### src/rtl/ps2_host_tx.sv
// ps2_host_tx -- PS/2 host-to-device byte transmitter.
//
// Sends one command byte (e.g. 0xED set-LEDs, 0xFF reset) to the keyboard using
// the standard host request sequence: inhibit the clock, set up the start bit,
// release the clock, then drive each bit while the device clocks the frame.
// Finally, check the device ACK and wait for both lines to go idle.
//
// Ports:
//   CLK, RST          system clock, synchronous active-high reset
//   tx_data, tx_start byte to send and one-cycle request (ignored while busy)
//   busy              high from the accepted request through the done/err cycle
//   done, err         one-cycle completion / failure pulses (mutually exclusive)
//   KB_CLK_IN         raw PS/2 clock line
//   KB_DATA_IN        raw PS/2 data line
//   KB_CLK_OE         active-high pull-low enable for the clock line
//   KB_DATA_OE        active-high pull-low enable for the data line
//
// The receive path should ignore KB_CLK activity while busy=1, because the
// frame clocked out here uses the same physical clock line.
module ps2_host_tx #(
    parameter int INHIBIT_CYCLES = 2048,
    parameter int FILTER_CYCLES  = 8,
    parameter int TIMEOUT_CYCLES = 262144
) (
    input  logic       CLK,
    input  logic       RST,
    input  logic [7:0] tx_data,
    input  logic       tx_start,
    output logic       busy,
    output logic       done,
    output logic       err,
    input  logic       KB_CLK_IN,
    input  logic       KB_DATA_IN,
    output logic       KB_CLK_OE,
    output logic       KB_DATA_OE
);

    localparam int INH_W = (INHIBIT_CYCLES > 1) ? $clog2(INHIBIT_CYCLES) : 1;
    localparam int FLT_W = (FILTER_CYCLES > 1) ? $clog2(FILTER_CYCLES) : 1;
    localparam int WD_W  = $clog2(TIMEOUT_CYCLES + 1);

    typedef enum logic [2:0] {
        S_IDLE,
        S_INHIBIT,
        S_REQ,
        S_TX,
        S_ACK,
        S_RELEASE
    } state_t;

    state_t             state;
    logic               clk_s1, clk_s2, dat_s1, dat_s2;
    logic               clk_filt;
    logic [FLT_W-1:0]   filt_cnt;
    logic [7:0]         data_reg;
    logic [INH_W-1:0]   inh_cnt;
    logic [3:0]         bit_cnt;
    logic [WD_W-1:0]    wdog;
    logic               par;
    logic               fall_evt;

    assign par = ~^data_reg;

    // A fall happens on the cycle where the filtered level is about to flip from 1 to 0.
    assign fall_evt = clk_filt && !clk_s2 &&
                      (filt_cnt == FLT_W'(FILTER_CYCLES - 1));

    // Two-flop synchronizers plus a run-length filter on the clock line.
    always_ff @(posedge CLK) begin
        if (RST) begin
            clk_s1   <= 1'b0;
            clk_s2   <= 1'b0;
            dat_s1   <= 1'b0;
            dat_s2   <= 1'b0;
            clk_filt <= 1'b1;
            filt_cnt <= '0;
        end else begin
            clk_s1 <= KB_CLK_IN;
            clk_s2 <= clk_s1;
            dat_s1 <= KB_DATA_IN;
            dat_s2 <= dat_s1;
            if (clk_s2 != clk_filt) begin
                if (filt_cnt == FLT_W'(FILTER_CYCLES - 1)) begin
                    clk_filt <= clk_s2;
                    filt_cnt <= '0;
                end else begin
                    filt_cnt <= filt_cnt + 1'b1;
                end
            end else begin
                filt_cnt <= '0;
            end
        end
    end

    always_ff @(posedge CLK) begin
        if (RST) begin
            state      <= S_IDLE;
            data_reg   <= '0;
            inh_cnt    <= '0;
            bit_cnt    <= '0;
            wdog       <= '0;
            busy       <= 1'b0;
            done       <= 1'b0;
            err        <= 1'b0;
            KB_CLK_OE  <= 1'b0;
            KB_DATA_OE <= 1'b0;
        end else begin
            done <= 1'b0;
            err  <= 1'b0;
            case (state)
                S_IDLE: begin
                    // busy is still high during the done/err cycle, so a
                    // request arriving in that cycle is dropped.
                    busy       <= 1'b0;
                    KB_CLK_OE  <= 1'b0;
                    KB_DATA_OE <= 1'b0;
                    if (tx_start && !busy) begin
                        data_reg  <= tx_data;
                        inh_cnt   <= '0;
                        busy      <= 1'b1;
                        KB_CLK_OE <= 1'b1;
                        state     <= S_INHIBIT;
                    end
                end
                S_INHIBIT: begin
                    if (inh_cnt == INH_W'(INHIBIT_CYCLES - 1)) begin
                        KB_DATA_OE <= 1'b1;   // start bit before clock release
                        state      <= S_REQ;
                    end else begin
                        inh_cnt <= inh_cnt + 1'b1;
                    end
                end
                S_REQ: begin
                    KB_CLK_OE <= 1'b0;
                    bit_cnt   <= '0;
                    wdog      <= WD_W'(TIMEOUT_CYCLES);
                    state     <= S_TX;
                end
                S_TX, S_ACK, S_RELEASE: begin
                    // Expiry is the decrement from 1 to 0; it overrides a same-cycle fall.
                    if (wdog == WD_W'(1)) begin
                        wdog       <= '0;
                        err        <= 1'b1;
                        KB_CLK_OE  <= 1'b0;
                        KB_DATA_OE <= 1'b0;
                        state      <= S_IDLE;
                    end else begin
                        wdog <= wdog - 1'b1;
                        case (state)
                            S_TX: begin
                                if (fall_evt) begin
                                    wdog    <= WD_W'(TIMEOUT_CYCLES);
                                    bit_cnt <= bit_cnt + 1'b1;
                                    if (bit_cnt < 4'd8) begin
                                        KB_DATA_OE <= ~data_reg[bit_cnt[2:0]];
                                    end else if (bit_cnt == 4'd8) begin
                                        KB_DATA_OE <= ~par;
                                    end else begin
                                        KB_DATA_OE <= 1'b0;   // stop bit
                                        state      <= S_ACK;
                                    end
                                end
                            end
                            S_ACK: begin
                                if (fall_evt) begin
                                    wdog <= WD_W'(TIMEOUT_CYCLES);
                                    if (!dat_s2) begin
                                        state <= S_RELEASE;
                                    end else begin
                                        err   <= 1'b1;
                                        state <= S_IDLE;
                                    end
                                end
                            end
                            S_RELEASE: begin
                                if (clk_s2 && dat_s2) begin
                                    done  <= 1'b1;
                                    state <= S_IDLE;
                                end
                            end
                            default: ;
                        endcase
                    end
                end
                default: state <= S_IDLE;
            endcase
        end
    end

endmodule

### config.mk
export PLATFORM = sky130hd
export DESIGN_NAME = ps2_host_tx
export DESIGN_NICKNAME = d
export VERILOG_FILES = /design/src/rtl/ps2_host_tx.sv
export SDC_FILE = /design/constraint.sdc
export NUM_CORES = 1
export LEC_CHECK = 0
export BUFFER_PORTS_ARGS = -buffer_cell sky130_fd_sc_hd__buf_4
export CAP_MARGIN = 20
export CORE_ASPECT_RATIO = 0.7
export CORE_MARGIN = 2
export CORE_UTILIZATION = 64
export DETAILED_ROUTE_END_ITERATION = 10
export GPL_ROUTABILITY_DRIVEN = 0
export PLACE_DENSITY_LB_ADDON = 0.12
export SYNTH_ARGS = -nofsm -noshare
export SYNTH_HDL_FRONTEND = slang
export SYNTH_SLANG_ARGS = --single-unit
export TNS_END_PERCENT = 1
### constraint.sdc
create_clock -name CLK -period 3.9 [get_ports CLK]
set_clock_uncertainty 0.15 [all_clocks]
set_input_delay 0.39 -clock CLK [delete_from_list [all_inputs] [get_ports CLK]]
set_output_delay 0.39 -clock CLK [all_outputs]
set_load 0.01 [all_outputs]
# After elaboration in Yosys (flattened, before gate mapping)
# Index checks and enable logic that the tools add are counted.
# classes
add_sub_neg	4
n_lt_le_gt_ge	2
eq_ne	25
muxes	39
n_bitwise	5
reduce_logical	24
# op_table
operator	count
19-bit 2-to-1 mux	3
19-bit one-hot mux with 2 select lines	1
3-bit 2-to-1 mux	9
11-bit 2-to-1 mux	2
11-bit one-hot mux with 2 select lines	1
4-bit inequality test (second input constant)	5
19-bit by 1-bit equality test with 1-bit output (second input constant)	1
19-bit by 1-bit subtractor with 19-bit output (second input constant)	1
1-bit 2-to-1 mux	14
2-bit inequality test (second input constant)	7
4-bit 2-to-1 mux	3
3-bit one-hot mux with 4 select lines	1
11-bit by 1-bit adder with 11-bit output (second input constant)	1
11-bit equality test (second input constant)	1
3-bit equality test (second input constant)	3
3-bit one-hot mux with 3 select lines	1
4-bit one-hot mux with 2 select lines	1
4-bit AND reduction	2
8-bit AND reduction	1
8-bit XNOR reduction	1
3-bit by 2-bit equality test with 1-bit output (second input constant)	2
3-bit inequality test (second input constant)	2
1-bit one-hot mux with 3 select lines	2
2-bit AND reduction	3
19 further kinds	31
# totals
ff_bits	58
inputBits	13
output_inout_bits	5
wordCells	115

# Logic depth before layout (Yosys ltp)
# Gate-level depths: netlist of run 1.
# logic_depth
ltp_word	8
mapped_depth	9
depth_no_buf	7

# Worst setup path after synthesis of run 1
# OpenSTA, ideal clock, no wires.
# synth_timing
kind	flip-flop to flip-flop
start	register wdog[4]
end	register KB_DATA_OE
setup_ns	0.117
arrival_time_ns	1.729
required_ns	3.633
slack_ns	1.903
path_stages_with_launch	6
path_buffers	0
synth_period_minus_slack_ns	1.997
cell_sequence	dfxtp_1 nor4_2 nand3_1 o41ai_1 nand4_1 a32o_1
# synth_via
elab_chain_cells	3
elab_cells_between_ends	6
classes_between	3 x eq/ne; 2 x mux; 1 x reduce/logical
# synth_rtl
item	line	source
start, declared	58	logic [WD_W-1:0] wdog;
start signal, assigned	136	wdog <= WD_W'(TIMEOUT_CYCLES);
start signal, assigned	148	wdog <= wdog - 1'b1;
start signal, assigned	152	wdog <= WD_W'(TIMEOUT_CYCLES);
19-bit by 1-bit equality test with 1-bit output (*)	141	if (wdog == WD_W'(1)) begin
3-bit inequality test (no line) or 1-bit 2-to-1 mux (tied branches)	n/a	
4-bit AND reduction (no line) or 1-bit one-hot mux with 3 select lines (tied branches)	n/a	
end signal, assigned	155	KB_DATA_OE <= ~data_reg[bit_cnt[2:0]];
end signal, assigned	157	KB_DATA_OE <= ~par;
end, declared	35	output logic KB_DATA_OE
# Mark *: on every way between the ends. The rest lies on a longest branch, timed or not.
# A chain may end at the register's enable or synchronous reset.

# Worst setup path in the final report of run 1
# layout_timing
start	register state[0]
end	register inh_cnt[8]
# layout_via
elab_chain_cells	3
elab_cells_between_ends	7
classes_between	3 x eq/ne; 1 x mux; 3 x reduce/logical
# layout_rtl
item	line	source
start, declared	51	state_t state;
start signal, assigned	97	state <= S_IDLE;
start signal, assigned	122	state <= S_INHIBIT;
start signal, assigned	128	state <= S_REQ;
3-bit by 1-bit equality test with 1-bit output or 3-bit logical NOT (tied branches)	110	case (state)
2-bit inequality test (no line) or 2-bit nonzero test (tied branches)	n/a	
3-bit AND reduction (no line)	n/a	
end signal, assigned	130	inh_cnt <= inh_cnt + 1'b1;
end, declared	56	logic [INH_W-1:0] inh_cnt;
# Several ways; a longest one is shown, not always the timed one.

==> results of run 1 <==
-- worst min path at each step --
| stage | end | slack, ns | depth (start not counted) |
|---|---|---|---|
| after floorplan | filt_cnt[0]$_SDFF_PP0_ | 0.26 | 1 |
| after global placement | filt_cnt[0]$_SDFF_PP0_ | 0.27 | 1 |
| after detailed placement | filt_cnt[0]$_SDFF_PP0_ | 0.29 | 1 |
| after CTS | clk_s1$_SDFF_PP0_ | 0.11 | 2 |
| after global routing | clk_s1$_SDFF_PP0_ | 0.11 | 2 |
| final | clk_s1$_SDFF_PP0_ | 0.12 | 2 |
-- per-layer routing --
metal	track usage [%]	wire, um	up-vias
met5	0	0	-
met3	7.73	387	13
met4	8.76	82	0
li1	-	-	1226
met2	38.3	2470	88
met1	35.0	2930	1128
-- synth_stat cells, types with 8 or more instances --
| cell type | instances | area (sq um) |
|---|---|---|
| a21oi_1 | 28 | 140 |
| clkbuf_1 | 9 | 33.8 |
| dfxtp_1 | 58 | 1160 |
| ha_1 | 8 | 100 |
| inv_1 | 8 | 30.0 |
| nand2_1 | 45 | 169 |
| nand3_1 | 15 | 75.1 |
| nor2_1 | 33 | 124 |
| nor2b_1 | 9 | 56.3 |
| o21ai_0 | 11 | 55.1 |
| or3_1 | 9 | 56.3 |
| xnor2_1 | 13 | 114 |
| xor2_1 | 11 | 96.3 |
-- final cells by class --
class	count	share of cell area, %
clock inverter	2	1.10
multi-input combinational	259	49.7
clock buffer	13	5.28
timing repair buffer	19	4.46
tap	55	2.15
inverter	9	1.06
sequential	58	36.3
-- per-stage QoR --
step	util [%]	area [sq um]	instances	setup WS [ns]
2_1_floorplan	-	2840	339	1.90
3_3_place_gp	69.6	3000	400	1.26
3_5_place_dp	69.6	3000	400	1.17
4_1_cts	74.3	3200	415	1.14
5_1_grt	74.3	3200	415	0.917
6_report	74.3	3200	415	1.10
-- worst max-delay path, cell delays in order, from the launching register on --
cell	delay (ns)
dfxtp_1	0.50
or3_1	0.47
nor2_1	0.54
a21oi_1	0.35
or4_1	0.55
a21oi_1	0.16
-- kinds of logic after synthesis --
group / Yosys count
flops: 58
fa+ha+maj: 9
simple gates: 155
buf+inv: 22
compound gates: 64
mux: 7
xor+xnor: 24
-- power by group through the flow --
stage	Sequential (mW)	Combinational, mW	Clock (mW)
floorplan	0.628	0.0746	0
global placement	0.634	0.0926	0
detailed placement	0.635	0.0943	0
CTS	0.622	0.0951	0.573
global route	0.624	0.107	0.597
finish	0.622	0.0948	0.566
==> reports/results.tsv, run 1 <==
metric	value	unit
outcome	completed	
DR DRC count	0	
All-Layer GR Usage	25.3	%
Slew @ Worst Pin	0.839	ns
largest net degree at the start of global routing	29	
count of input and output buffers	17	
htree depth	3	
Fin. Hold Viols	0	
Seq/Total Area, Yosys	40.9	%
clk sinks	58	
crit path to	inh_cnt[8]$_SDFFE_PP0P_	
unrepaired setup endpoints after global routing	no	
setup violators final	0	
wire per inst	14.1	um
vias in the first global route	2230	
sw power	291	uW
Top FF cell, synth	dfxtp_1	
Synth warnings	0	
reg2reg start	state[0]$_SDFFE_PP0P_	
initial DRC count	302	
Slew Limit Fails	0	
commonest non-fill, non-tap cells in the layout	dfxtp_1, nand2_1, nor2_1, a21oi_1, buf_4	
# diodes	0	
final wirelength	5870	um
root buf cell	clkbuf_8	
Die Height	59.7	um
Final min period	2.80	ns
Worst R2R Setup Slack	1.10	ns
Layout Nets	377	
Synth Area in Adders	3.88	%
HP Start	KB_CLK_IN	
vias	2455	
I/O pin count	18	
Pwr Total	1.28	mW
Power Density	401	mW/mm^2
Arr. time, crit path	2.91	ns
Area growth syn-to-layout	12.8	%
CTS tree	done	
Setup TNS	0	ns
Sequential Power Share	48.5	%
starting density of the core	65.9	%
HP Class	in -> reg	
most common cell after layout, fill and taps aside	dfxtp_1	
Synth Area in Simple Gates	27.1	%
post-synthesis register bit count	58	
async set or reset register ratio after synthesis	0	%
Pre-Repair DR Iteration Count	5	
Setup CP Type	reg -> reg	
Post-synth EDFFs	0	
die width	83.6	um
largest fanout on the critical path	19	
worst path required time	4.01	ns
Die ar.	0.00499	sq mm
Post-Synthesis Cells	339	
FF-to-FF path depth	5	
CTS max path bufs	2	
clock transition at the registers of the reported paths	0.06	ns
Worst Setup End Kind	flip-flop	
ratio of cells with drive above 1 in the final layout	11.4	%
largest family of logic cells by synthesized area	simple AND/OR/NAND/NOR gates	
Clk pwr share	44.1	%
post-synthesis xor/xnor area fraction	7.41	%
cts hold-fix bufs	0	
post-synthesis mux area share	3.35	%
postcts setup bufs	0	
Syn Nets	360	
maximum VDD drop	0.321	mV
fillers	332	
initial antenna violation count	0	
period utilisation layout	71.7	%
Clock Latency Late Sink	0.34	ns
post-route ant nets	0	
Logic pwr share	7.4	%
Reg area	0.00116	sq mm
TritonCTS Buffers	9	
Synth Cell Area	0.00284	sq mm
P_leak	1.20	nW
max cap viols	0	
fmax	0.358	GHz
Synth Area per Inst	8.37	sq um
area of the multi-input gates	0.00159	sq mm
max reg flops	19	
switching share of power	22.7	%
Yosys cell types	48	
Core Box Area	0.00430	sq mm
type of origin of the critical path	flip-flop	
PostCTS Resize Cnt	0	
worst hold margin	0.117	ns
Remaining Overflow, GRT	0	
Compound-Gate Fraction of Synth Area	14.2	%
vias per cell	5.92	
critical path startpoint	state[0]$_SDFFE_PP0P_	
Int Pwr	993	uW
first-pass GRT wire length	9960	um
Rel. slew slack	44.0	%
HPWL after detailed placement	4100	um
row count	20	
Critical R2R Capture	inh_cnt[8]$_SDFFE_PP0P_	
(Power assumes the default switching activity.)
==> inputs of run 2 (changes only) <==
--- a/config.mk
+++ b/config.mk
@@ -9,7 +9,7 @@
 export CAP_MARGIN = 20
 export CORE_ASPECT_RATIO = 0.7
 export CORE_MARGIN = 2
-export CORE_UTILIZATION = 64
+export CORE_UTILIZATION = 54
 export DETAILED_ROUTE_END_ITERATION = 10
 export GPL_ROUTABILITY_DRIVEN = 0
 export PLACE_DENSITY_LB_ADDON = 0.12
==> constraint.sdc (replaced) <==
create_clock -name CLK -period 2.55 [get_ports CLK]
set_clock_uncertainty 0.15 [all_clocks]
set_input_delay 0.255 -clock CLK [delete_from_list [all_inputs] [get_ports CLK]]
set_output_delay 0.255 -clock CLK [all_outputs]
set_load 0.01 [all_outputs]
==> run 2 against run 1 <==
Against the previous run:
- the run now ends with negative hold slack left
- count of clock-buffer cells in the layout unchanged
- sequential share of layout area down 1.0 points
- worst setup slack worse by 0.80 ns
- critical endpoint is now KB_DATA_OE$_SDFFE_PP0P_
- largest cell class unchanged
- highest routed layer unchanged
==> reports/results.tsv, run 2 (same netlist as run 1, synthesis figures left out) <==
metric	value	unit	change
outcome	finished, violations left		
failing checks	negative hold slack		
Slew Limit Fails	0		unchanged
All-Layer GR Usage	22.5	%	-2.8 points
CTS max path bufs	2		unchanged
Rel. slew slack	59.5	%	+15 points
starting density of the core	55.1	%	-11 points
Arr. time, crit path	2.32	ns	-0.59 ns
Slew @ Worst Pin	0.602	ns	-0.237 ns
htree depth	3		unchanged
Sequential Power Share	48.1	%	-0.4 points
Setup CP Type	reg -> reg		
Remaining Overflow, GRT	0		unchanged
TritonCTS Buffers	9		unchanged
largest fanout on the critical path	9		-10
root buf cell	clkbuf_8		
maximum VDD drop	0.326	mV	+1.3%
# diodes	0		unchanged
postcts setup bufs	0		unchanged
vias in the first global route	2192		-1.7%
Final min period	2.25	ns	-0.548 ns
max reg flops	19		unchanged
period utilisation layout	88.2	%	+16 points
final wirelength	6010	um	+2.4%
Die Height	64.6	um	+8.3%
initial antenna violation count	0		unchanged
Clk pwr share	43.8	%	-0.3 points
cts hold-fix bufs	1		+1
vias	2419		-1.5%
initial DRC count	153		-49%
Int Pwr	1.53	mW	+54%
I/O pin count	18		unchanged
ratio of cells with drive above 1 in the final layout	13.3	%	+1.9 points
HP Class	in -> reg		
max cap viols	0		unchanged
worst path required time	2.62	ns	-1.39 ns
DP Area	0.00308	sq mm	+2.7%
die width	90.6	um	+8.4%
Clock Latency Late Sink	0.33	ns	about the same
first-pass GRT wire length	10400	um	+4.4%
unrepaired setup endpoints after global routing	no		
Setup TNS	0	ns	unchanged
PostCTS Resize Cnt	0		unchanged
clock transition at the registers of the reported paths	0.06	ns	about the same
P_leak	1.25	nW	+3.7%
Die ar.	0.00586	sq mm	+17%
DP Worst Slack	0.297	ns	-0.875 ns
CTS tree	done		
Core Box Area	0.00515	sq mm	+20%
worst hold margin	-0.0000855	ns	-0.118 ns
type of origin of the critical path	flip-flop		
post-route design area	0.00329	sq mm	+2.9%
count of input and output buffers	17		unchanged
fmax	0.445	GHz	+24%
Pre-Repair DR Iteration Count	4		-1
vias per cell	5.49		-7.3%
row count	22		+10%
Final Instance Count excl. Fillers	441		+6.3%
commonest non-fill, non-tap cells in the layout	dfxtp_1, nand2_1, nor2_1, a21oi_1, buf_4		
placed cells	425		+6.3%
largest net degree at the start of global routing	29		unchanged
most common cell after layout, fill and taps aside	dfxtp_1		
setup ws final	0.301	ns	-0.802 ns
Logic pwr share	8.2	%	+0.8 points
Power Density	599	mW/mm^2	+49%
wire per inst	13.6	um	-3.7%
Worst Setup End Kind	flip-flop		
clk sinks	58		unchanged
switching share of power	22.6	%	-0.091 points
DR DRC count	0		unchanged
HPWL after detailed placement	4340	um	+5.9%
Layout Nets	386		+2.4%
sw power	445	uW	+53%
setup violators final	0		unchanged
Area growth syn-to-layout	16.0	%	
post-route ant nets	0		unchanged
Fin. Hold Viols	1		+1
==> run 2: worst paths after layout <==
check / from / cells after the start / to / slack (ns)
worst max register to register: wdog[4]$_SDFFE_PP0P_ / 5 / KB_DATA_OE$_SDFFE_PP0P_ / 0.30
worst min register to register: filt_cnt[0]$_SDFF_PP0_ / 1 / filt_cnt[0]$_SDFF_PP0_ / 0.28
worst max-delay path: wdog[4]$_SDFFE_PP0P_ / 5 / KB_DATA_OE$_SDFFE_PP0P_ / 0.30
worst min-delay path: KB_CLK_IN / 2 / clk_s1$_SDFF_PP0_ / -0.00009
==> run 2: metal layers <==
metal | vias to the layer above | global-route usage, % | share of wire [%]
met5 | - | 0 | 0
met4 | 0 | 8.08 | 1.4
met3 | 9 | 6.05 | 5.6
met2 | 53 | 31.3 | 41
met1 | 1105 | 33.1 | 52
li1 | 1252 | - | -
==> run 2: area by class of cell <==
type	count	area, sq um
fillers	461	1860
multi-input cells	259	1590
flip-flops and latches	58	1160
repair buffers	28	213
clock buffers	13	169
well taps	72	90.1
clock inverters	2	35.0
inverters	9	33.8
==> run 2: critical path, cell delays in order, from the launching register on <==
cell and delay (ns):
dfxtp_1 0.36, nor4_2 0.40, nand3_1 0.31, o41ai_1 0.50, nand4_1 0.15, a32o_1 0.27
==> run 2: stage by stage <==
step | power [mW] | util, %
6_report | 1.97 | 63.9
5_1_grt | 2.06 | 63.9
4_1_cts | 1.99 | 63.9
3_5_place_dp | 1.13 | 59.8
3_3_place_gp | 1.12 | 59.8
2_1_floorplan | 1.08 | -
==> run 2: power by group through the flow <==
stage / clock [mW] / sequential [mW] / combinational (mW)
4_1_cts: 0.878 / 0.948 / 0.161
3_3_place_gp: 0 / 0.967 / 0.157
5_1_grt: 0.924 / 0.951 / 0.181
6_report: 0.863 / 0.948 / 0.161
2_1_floorplan: 0 / 0.961 / 0.114
3_5_place_dp: 0 / 0.968 / 0.159
==> inputs of run 3 (changes only) <==
==> constraint.sdc (replaced) <==
create_clock -name CLK -period 2.55 [get_ports CLK]
set_clock_uncertainty 0.15 [all_clocks]
set_input_delay 0.1275 -clock CLK [delete_from_list [all_inputs] [get_ports CLK]]
set_output_delay 0.1275 -clock CLK [all_outputs]
set_load 0.01 [all_outputs]
==> run 3 against run 2 <==
Against the previous run:
- routed wire length is 0.68% higher
- maximum frequency is 0.17% higher
- sequential power hardly changed
- power is 0.59% higher
- core utilization is 1.8 points higher
- register-to-register slack hardly changed
- hold slack better by 0.016 ns
- the flow now finishes without violations
- design area is 2.7% higher
- sequential cell count stayed put
- first-iteration DRC count is 16% lower
- worst setup slack better by 0.0039 ns
- clock power hardly changed
==> reports/results.tsv, run 3 (same netlist as run 1, synthesis figures left out) <==
metric	value	unit	change
crit path to	KB_DATA_OE$_SDFFE_PP0P_		
most common cell after layout, fill and taps aside	dfxtp_1		
first-pass GRT wire length	10500	um	+1.2%
DR DRC count	0		unchanged
I/O pin count	18		unchanged
HPWL after detailed placement	4340	um	unchanged
Die ar.	0.00586	sq mm	unchanged
Core Box Area	0.00515	sq mm	unchanged
largest net degree at the start of global routing	29		unchanged
vias	2448		+1.2%
Worst Setup End Kind	flip-flop		
Int Pwr	1.54	mW	+0.58%
worst path required time	2.63	ns	about the same
Clk pwr share	43.5	%	-0.3 points
vias in the first global route	2216		+1.1%
setup ws final	0.305	ns	+0.00386 ns
Fin. Hold Viols	0		-1
TritonCTS Buffers	9		unchanged
Area growth syn-to-layout	19.2	%	
CTS max path bufs	2		unchanged
maximum VDD drop	0.332	mV	+1.9%
clock transition at the registers of the reported paths	0.06	ns	about the same
Setup CP Type	reg -> reg		
P_leak	1.28	nW	+3.0%
Setup TNS	0	ns	unchanged
max reg flops	19		unchanged
critical path startpoint	wdog[4]$_SDFFE_PP0P_		
largest fanout on the critical path	9		unchanged
Layout Nets	395		+2.3%
# diodes	0		unchanged
commonest non-fill, non-tap cells in the layout	dfxtp_1, nand2_1, nor2_1, a21oi_1, buf_4		
row count	22		unchanged
HP Class	in -> reg		
max cap viols	0		unchanged
starting density of the core	55.1	%	unchanged
unrepaired setup endpoints after global routing	no		
DP Worst Slack	0.297	ns	unchanged
Die Height	64.6	um	unchanged
sw power	448	uW	+0.63%
clk sinks	58		unchanged
Pre-Repair DR Iteration Count	4		unchanged
Final min period	2.25	ns	-0.00386 ns
post-route ant nets	0		unchanged
ratio of cells with drive above 1 in the final layout	13.0	%	-0.32 points
fmax	0.445	GHz	+0.17%
Critical R2R Capture	KB_DATA_OE$_SDFFE_PP0P_		
Sequential Power Share	47.8	%	-0.3 points
count of input and output buffers	17		unchanged
Remaining Overflow, GRT	0		unchanged
Worst R2R Setup Slack	0.30	ns	about the same
root buf cell	clkbuf_8		
postcts setup bufs	0		unchanged
initial DRC count	128		-16%
vias per cell	5.44		-0.83%
FF-to-FF path depth	5		unchanged
type of origin of the critical path	flip-flop		
Power Density	587	mW/mm^2	-2.1%
outcome	completed		
htree depth	3		unchanged
All-Layer GR Usage	22.8	%	+0.25 points
Slew @ Worst Pin	0.602	ns	-0.000793 ns
CTS tree	done		
Rel. slew slack	59.5	%	about the same
reg2reg start	wdog[4]$_SDFFE_PP0P_		
setup violators final	0		unchanged
fillers	454		-1.5%
Logic pwr share	8.7	%	+0.5 points
die width	90.6	um	unchanged
Clock Latency Late Sink	0.34	ns	about the same
Arr. time, crit path	2.32	ns	about the same
final wirelength	6050	um	+0.68%
wire per inst	13.4	um	-1.3%
period utilisation layout	88.0	%	-0.15 points
Slew Limit Fails	0		unchanged
switching share of power	22.6	%	about the same
initial antenna violation count	0		unchanged
run 3: routing by layer:
layer / vias up / track usage (%) / wire length [um]
met5: - / 0 / 0
met4: 0 / 8.08 / 87
met3: 8 / 5.93 / 393
met2: 66 / 32.0 / 2500
met1: 1107 / 33.4 / 3070
li1: 1267 / - / -
run 3: how the worst min path moves through the flow:
stage                     startpoint                  endpoint  slack (ns)  cells past startpoint
after floorplan            KB_CLK_IN         clk_s1$_SDFF_PP0_        0.11                      1
after global placement    KB_DATA_IN         dat_s1$_SDFF_PP0_        0.19                      2
after detailed placement  KB_DATA_IN         dat_s1$_SDFF_PP0_        0.20                      2
after CTS                        RST   inh_cnt[0]$_SDFFE_PP0P_        0.01                      2
after global routing             RST  data_reg[4]$_SDFFE_PP0P_        0.03                      2
final                            RST   inh_cnt[0]$_SDFFE_PP0P_        0.02                      2
run 3: cell type report:
| type | instances | area (sq um) | share of cell area [%] |
|---|---|---|---|
| Sequential cell | 58 | 1160 | 34.3 |
| Clock buffer | 13 | 169 | 5.00 |
| Tap cell | 72 | 90.1 | 2.66 |
| Multi-Input combinational cell | 259 | 1590 | 47.0 |
| Timing Repair Buffer | 37 | 303 | 8.96 |
| Clock inverter | 2 | 35.0 | 1.04 |
| Inverter | 9 | 33.8 | 0.999 |
run 3: power by group through the flow:
stage / registers [mW] / logic (mW) / clock network [mW]
after global routing: 0.951 / 0.193 / 0.924
after detailed placement: 0.968 / 0.159 / 0
after floorplan: 0.961 / 0.114 / 0
after CTS: 0.948 / 0.172 / 0.878
after global placement: 0.967 / 0.157 / 0
final: 0.948 / 0.172 / 0.863
run 3: critical path: stages, from the launching register on:
cell	delay (ns)
dfxtp_1	0.36
nor4_2	0.40
nand3_1	0.31
o41ai_1	0.50
nand4_1	0.15
a32o_1	0.27
run 3: per-stage QoR:
step | hold WS [ns] | cells | power (mW) | utilization, % | instance area [sq um]
after floorplan | 0.106 | 339 | 1.08 | - | 2840
after global placement | 0.191 | 425 | 1.12 | 59.8 | 3080
after detailed placement | 0.204 | 425 | 1.13 | 59.8 | 3080
after CTS | 0.0122 | 450 | 2.00 | 65.7 | 3380
after global routing | 0.0266 | 450 | 2.07 | 65.7 | 3380
final | 0.0157 | 450 | 1.98 | 65.7 | 3380
run 3: repair_timing:
| action | in CTS | in global routing |
|---|---|---|
| resized for setup | 0 | 0 |
| hold buffers | 10 | 0 |
| hold endpoints to repair | 10 | 0 |
